## config.mk

```make
export PLATFORM = sky130hd
export DESIGN_NAME = pwm_ramp_scheduler
export DESIGN_NICKNAME = d
export VERILOG_FILES = /design/src/rtl/pwm_ramp_scheduler.sv
export SDC_FILE = /design/constraint.sdc
export NUM_CORES = 1
export LEC_CHECK = 0
export CAP_MARGIN = 20
export CORE_ASPECT_RATIO = 0.7
export CORE_MARGIN = 8
export CORE_UTILIZATION = 30
export DETAILED_ROUTE_END_ITERATION = 6
export GPL_TIMING_DRIVEN = 0
export PLACE_DENSITY = 0.52
export SLEW_MARGIN = 20
export SYNTH_ARGS = -nofsm -noshare
export SYNTH_HDL_FRONTEND = slang
export SYNTH_SLANG_ARGS = --single-unit
```

## constraint.sdc

```tcl
create_clock -name clk -period 10.3 [get_ports clk]
set_clock_uncertainty 0.05 [all_clocks]
set_input_delay 3.09 -clock clk [delete_from_list [all_inputs] [get_ports clk]]
set_output_delay 3.09 -clock clk [all_outputs]
set_load 0.03 [all_outputs]
```

## src/rtl/pwm_ramp_scheduler.sv

```systemverilog
// Ramps three PWM duty registers toward their targets, one load per arbitration
// slot over the shared write-data path, always yielding to host PWM writes.
//
// state | meaning
// IDLE  | nothing pending
// ARB   | pick next pending channel round-robin (waits while host writes)
// LOAD  | drive one step onto busdata/pwmld for the selected channel
// GAP   | hold off GAPCYC cycles after a load before re-arbitrating
module pwm_ramp_scheduler #(
    parameter int STEP   = 8,
    parameter int GAPCYC = 2
) (
    input  logic       clk,
    input  logic       resetn,
    input  logic       tick,
    input  logic       tgtwe,
    input  logic [1:0] tgtsel,
    input  logic [7:0] tgtdata,
    input  logic [2:0] hostld,
    input  logic [7:0] hostdata,
    input  logic       stopreq,
    output logic [7:0] busdata,
    output logic [2:0] pwmld,
    output logic       busy,
    output logic [2:0] attarget,
    output logic [7:0] curduty0,
    output logic [7:0] curduty1,
    output logic [7:0] curduty2
);

    typedef enum logic [1:0] {
        S_IDLE = 2'd0,
        S_ARB  = 2'd1,
        S_LOAD = 2'd2,
        S_GAP  = 2'd3
    } state_t;

    localparam logic [7:0] STEP8    = 8'(STEP);
    localparam logic [3:0] GAP_LOAD = (GAPCYC < 1) ? 4'd0 : 4'(GAPCYC - 1);

    state_t          state_q, state_d;
    logic [1:0]      sel_q, sel_d;
    logic [1:0]      rr_q, rr_d;
    logic [3:0]      gap_q, gap_d;
    logic [2:0]      pend_q, pend_d;
    logic [2:0][7:0] tgt_q, tgt_d;
    logic [2:0][7:0] cur_q, cur_d;
    logic [7:0]      bus_q, bus_d;

    logic [2:0] pwmld_c;
    logic [2:0] clr;
    logic [2:0] sel_oh;
    logic [7:0] cur_s, tgt_s, diff, mag, nxt;
    logic [1:0] pick;
    logic       found;

    always_comb begin
        case (sel_q)
            2'd1:    begin cur_s = cur_q[1]; tgt_s = tgt_q[1]; end
            2'd2:    begin cur_s = cur_q[2]; tgt_s = tgt_q[2]; end
            default: begin cur_s = cur_q[0]; tgt_s = tgt_q[0]; end
        endcase
    end

    // Differences never borrow in the chosen direction, and mag <= diff, so
    // the step cannot overshoot the target or wrap past 0/255.
    always_comb begin
        diff = (tgt_s > cur_s) ? (tgt_s - cur_s) : (cur_s - tgt_s);
        mag  = (diff > STEP8) ? STEP8 : diff;
        nxt  = (tgt_s > cur_s) ? (cur_s + mag) : (cur_s - mag);
    end

    always_comb begin
        found = 1'b0;
        pick  = rr_q;
        for (int k = 0; k < 3; k++) begin
            for (int c = 0; c < 3; c++) begin
                if (!found && pend_q[c] && (c == (int'(rr_q) + k) % 3)) begin
                    found = 1'b1;
                    pick  = 2'(c);
                end
            end
        end
    end

    assign sel_oh = 3'b001 << sel_q;

    always_comb begin
        state_d = state_q;
        sel_d   = sel_q;
        rr_d    = rr_q;
        gap_d   = gap_q;
        pend_d  = pend_q;
        tgt_d   = tgt_q;
        cur_d   = cur_q;
        bus_d   = bus_q;
        pwmld_c = 3'b000;
        clr     = 3'b000;

        case (state_q)
            S_IDLE: begin
                if (pend_q != 3'b000) state_d = S_ARB;
            end
            S_ARB: begin
                if (hostld == 3'b000) begin
                    if (!found) begin
                        state_d = S_IDLE;
                    end else begin
                        sel_d   = pick;
                        state_d = S_LOAD;
                    end
                end
            end
            S_LOAD: begin
                if (hostld != 3'b000) begin
                    state_d = S_ARB;
                end else begin
                    clr     = sel_oh;
                    gap_d   = GAP_LOAD;
                    state_d = S_GAP;
                    if (cur_s != tgt_s) begin
                        pwmld_c = sel_oh;
                        bus_d   = nxt;
                        rr_d    = (sel_q == 2'd2) ? 2'd0 : sel_q + 2'd1;
                    end
                end
            end
            S_GAP: begin
                if (gap_q == 4'd0) begin
                    state_d = (pend_q != 3'b000) ? S_ARB : S_IDLE;
                end else begin
                    gap_d = gap_q - 4'd1;
                end
            end
            default: state_d = S_IDLE;
        endcase

        for (int i = 0; i < 3; i++) begin
            if (pwmld_c[i]) cur_d[i] = nxt;
        end

        // Tick re-arms any off-target channel after the FSM's own clear.
        pend_d = pend_q & ~clr;
        if (tick) pend_d = pend_d | ~attarget;

        if (stopreq) begin
            tgt_d = '0;
        end else if (tgtwe) begin
            for (int i = 0; i < 3; i++) begin
                if (tgtsel == 2'(i)) tgt_d[i] = tgtdata;
            end
        end

        for (int i = 0; i < 3; i++) begin
            if (hostld[i]) begin
                cur_d[i]  = hostdata;
                tgt_d[i]  = hostdata;
                pend_d[i] = 1'b0;
            end
        end
    end

    always_ff @(posedge clk or negedge resetn) begin
        if (!resetn) begin
            state_q <= S_IDLE;
            sel_q   <= 2'd0;
            rr_q    <= 2'd0;
            gap_q   <= 4'd0;
            pend_q  <= 3'b000;
            tgt_q   <= '0;
            cur_q   <= '0;
            bus_q   <= 8'd0;
        end else begin
            state_q <= state_d;
            sel_q   <= sel_d;
            rr_q    <= rr_d;
            gap_q   <= gap_d;
            pend_q  <= pend_d;
            tgt_q   <= tgt_d;
            cur_q   <= cur_d;
            bus_q   <= bus_d;
        end
    end

    always_comb begin
        for (int i = 0; i < 3; i++) begin
            attarget[i] = (cur_q[i] == tgt_q[i]);
        end
    end

    assign pwmld    = pwmld_c;
    assign busdata  = bus_d;
    assign busy     = (state_q != S_IDLE);
    assign curduty0 = cur_q[0];
    assign curduty1 = cur_q[1];
    assign curduty2 = cur_q[2];

endmodule
```

==> flow_summary.yaml <==
outcome:
  status: "completed"
global_routing:
  antenna_found_initial: 1
  grt_start_max_net_pins: 37
  grt_use_total_pct: 17.2
  grt-ovfl-total: 0
  grt_pass1_wl_um: 29900
  grt_pass1_vias: 5279
yosys:
  postSynthAreaPerCell_sq_um: 8.25
  synth_compound_area_share_pct: 28.4
  synthSimpleGateAreaFrac_pct: 17.9
  synth_edf_count: 0
  synth_area_sq_mm: 0.00535
  synth_flop_cell: "dfrtp_1"
  synthAdderAreaFrac_pct: 7.76
  ys_warn_count: 0
  yosysSeqAreaShare_pct: 32.3
  synthArstFlopShare_pct: 100
  synth_top_family_by_area: "compound AO/OA/AOI/OAI gates"
  netlist_instances: 649
  syn_nets: 705
  synth_xor_area_share_pct: 7.67
  synth.distinct_cells: 74
  ys_ff_latch: 69
  synth_mux_area_share_pct: 0.935
placed_design:
  port_buffers: 61
  place_inst: 947
  dpl_cell_area_sq_mm: 0.00628
  dp_hpwl_um: 15400
  place.gp.congestion: 0.902
sta:
  finalHoldViolations: 0
  maxSlewHeadroom_pct: 49.1
  rsz0062_at_grt: "no"
  max_freq_mhz: 100
  setup_viol: 0
  timing.hold.ws_ns: 0.423
  slew_violations: 0
  period_share_pct: 96.9
  setup_tns_ns: 0
  fin_crit_ns: 9.98
  worst_pin_slew_ns: 0.761
critical_path:
  end_kind: "primary output"
  crit_required_ns: 7.16
  worstReg2RegStart: "sel_q[0]"
  arrival_ns: 6.84
  crit_fanout: 10
  crit_type: "reg -> out"
  crit_path_start: "sel_q[0]"
  r2r_slack_ns: 3.46
  startpoint_type: "flip-flop"
finish:
  seq_area_sq_mm: 0.00173
  final_cell_mix: "98 x nor2_1, 79 x a21oi_1, 69 x dfrtp_1"
  fillers: 1859
  multi_input_area_sq_mm: 0.00353
  nets: 789
  area_delta_synth_final_pct: 26.8
  drive_gt1_share_pct: 12.5
  layout_commonest_cell: "nor2_1"
  final_area_sq_mm: 0.00679
  fin_cells: 972
  antennaDiodeCount: 0
hold_path:
  hp-class: "reg -> reg"
  holdCritStartpoint: "bus_q[6]"
clocking:
  clockBufferDepth: 2
  cts_hold_buf: 0
  cts_tree: "built"
  clk_pin_slew_ns: 0.05
  cts_buffers: 9
  clock_sinks: 69
  clk_latency_ns: 0.34
  htreeDepth: 3
  root_buffer: "clkbuf_16"
floorplan:
  dieArea_sq_mm: 0.0224
  die_height_um: 128
  rows: 41
  core_area_sq_mm: 0.0177
  die_w_um: 176
  start_util_pct: 30.2
  num_io_pins: 65
drt:
  routed_wl_um: 19500
  vias_per_cell: 5.49
  routedWlPerCell_um: 20.1
  firstDrtPassIters: 5
  first_iter_violations: 412
  antenna_left: 0
  drc_errors: 0
  num_vias: 5339
run:
  maxCapViolCount: 0
[final timing paths]
check | to | cells after the start
worst min register to register | bus_q[6] | 2
worst max register to register | curduty2[6] | 29
worst min-delay path | bus_q[6] | 2
worst max-delay path | busdata[5] | 27
max in group asynchronous | tgt_q[5] | 2
min in group asynchronous | state_q[1] | 1
[cells in the mapped netlist (all sizes together) (4+ instances only)]
| cell type | number | area, sq um |
|---|---|---|
| or2 | 6 | 37.5 |
| xnor2 | 39 | 368 |
| a22oi | 28 | 215 |
| dfrtp | 69 | 1730 |
| xor2 | 4 | 42.6 |
| nand4 | 7 | 43.8 |
| nand2 | 51 | 191 |
| o31ai | 5 | 42.5 |
| o21ai | 41 | 205 |
| a22o | 9 | 78.8 |
| mux2i | 5 | 50.1 |
| and3 | 4 | 25.0 |
| a31oi | 5 | 61.3 |
| nor3 | 9 | 45.0 |
| nand2b | 9 | 56.3 |
| and2 | 8 | 50.1 |
| nand3 | 7 | 35.0 |
| nor2 | 99 | 372 |
| a21o | 11 | 90.1 |
| clkbuf | 18 | 67.6 |
| buf | 9 | 62.6 |
| inv | 38 | 143 |
| a221o | 7 | 70.1 |
| a21oi | 84 | 420 |
| ha | 29 | 363 |
[critical path, stage by stage, from the launching register on]
cell	delay, ns
dfrtp_1	0.41
buf_4	0.15
ha_1	0.25
buf_4	0.20
clkbuf_4	0.21
a22oi_1	0.33
a21oi_4	0.16
ha_4	0.36
and3_4	0.23
nand3_2	0.13
a2111oi_4	0.37
a31oi_4	0.14
buf_4	0.18
a32oi_1	0.26
a31oi_4	0.08
xnor2_4	0.21
and2_1	0.16
o21ai_0	0.10
or2_2	0.31
ha_1	0.27
and3_2	0.22
a41o_1	0.22
maj3_2	0.34
maj3_2	0.35
a21oi_1	0.18
o31ai_2	0.17
o21ai_1	0.23
buf_2	0.24
[flip-flops by register name, indices dropped and copies added (netlist names)]
register / count
sel_q: 2
curduty1: 8
curduty0: 8
rr_q: 2
gap_q: 4
state_q: 2
bus_q: 8
pend_q: 3
tgt_q: 24
curduty2: 8
[per-stage QoR]
stage,setup slack (ns),util [%]
floorplan,0.629,-
detailed placement,-1.05,35.4
finish,0.319,38.2
global route,0.0111,38.2
global placement,-0.921,35.3
CTS,0.000555,37.6
[per-layer routing]
metal | vias up | share of wire, % | GRT usage, %
li1 | 2486 | - | -
met1 | 2575 | 48 | 25.3
met2 | 253 | 41 | 24.6
met3 | 25 | 8.9 | 3.44
met4 | 0 | 1.9 | 4.92
met5 | - | 0 | 0
[layout make-up]
cell class                 instances  share of cell area, %
clock inverter                     2                  0.184
sequential                        69                   25.4
timing repair buffer              73                   10.1
tap                              236                   4.35
buffer                            27                   2.30
multi-input combinational        515                   52.0
inverter                          38                   2.10
clock buffer                      12                   3.49
[cell families (layout without fill, tap and decap cells)]
| family | after synthesis | in the layout |
|---|---|---|
| buffers and inverters | 65 | 152 |
| DFF | 69 | 69 |
| and+or+nand+nor | 211 | 211 |
| muxes | 5 | 5 |
| AOI/OAI and AO/OA | 223 | 223 |
| xor gates and xnor gates | 43 | 43 |
| adders and majority gates | 33 | 33 |
[timing repair]
action | CTS | global route
pin swaps | 3 | 8
buffers inserted | 4 | 7
gates resized for setup | 41 | 34
setup endpoints to repair | 7 | 7
Power is left out: the tool's default activity adds up to more than one toggle a clock period on the data nets, which glitch-free logic cannot reach.
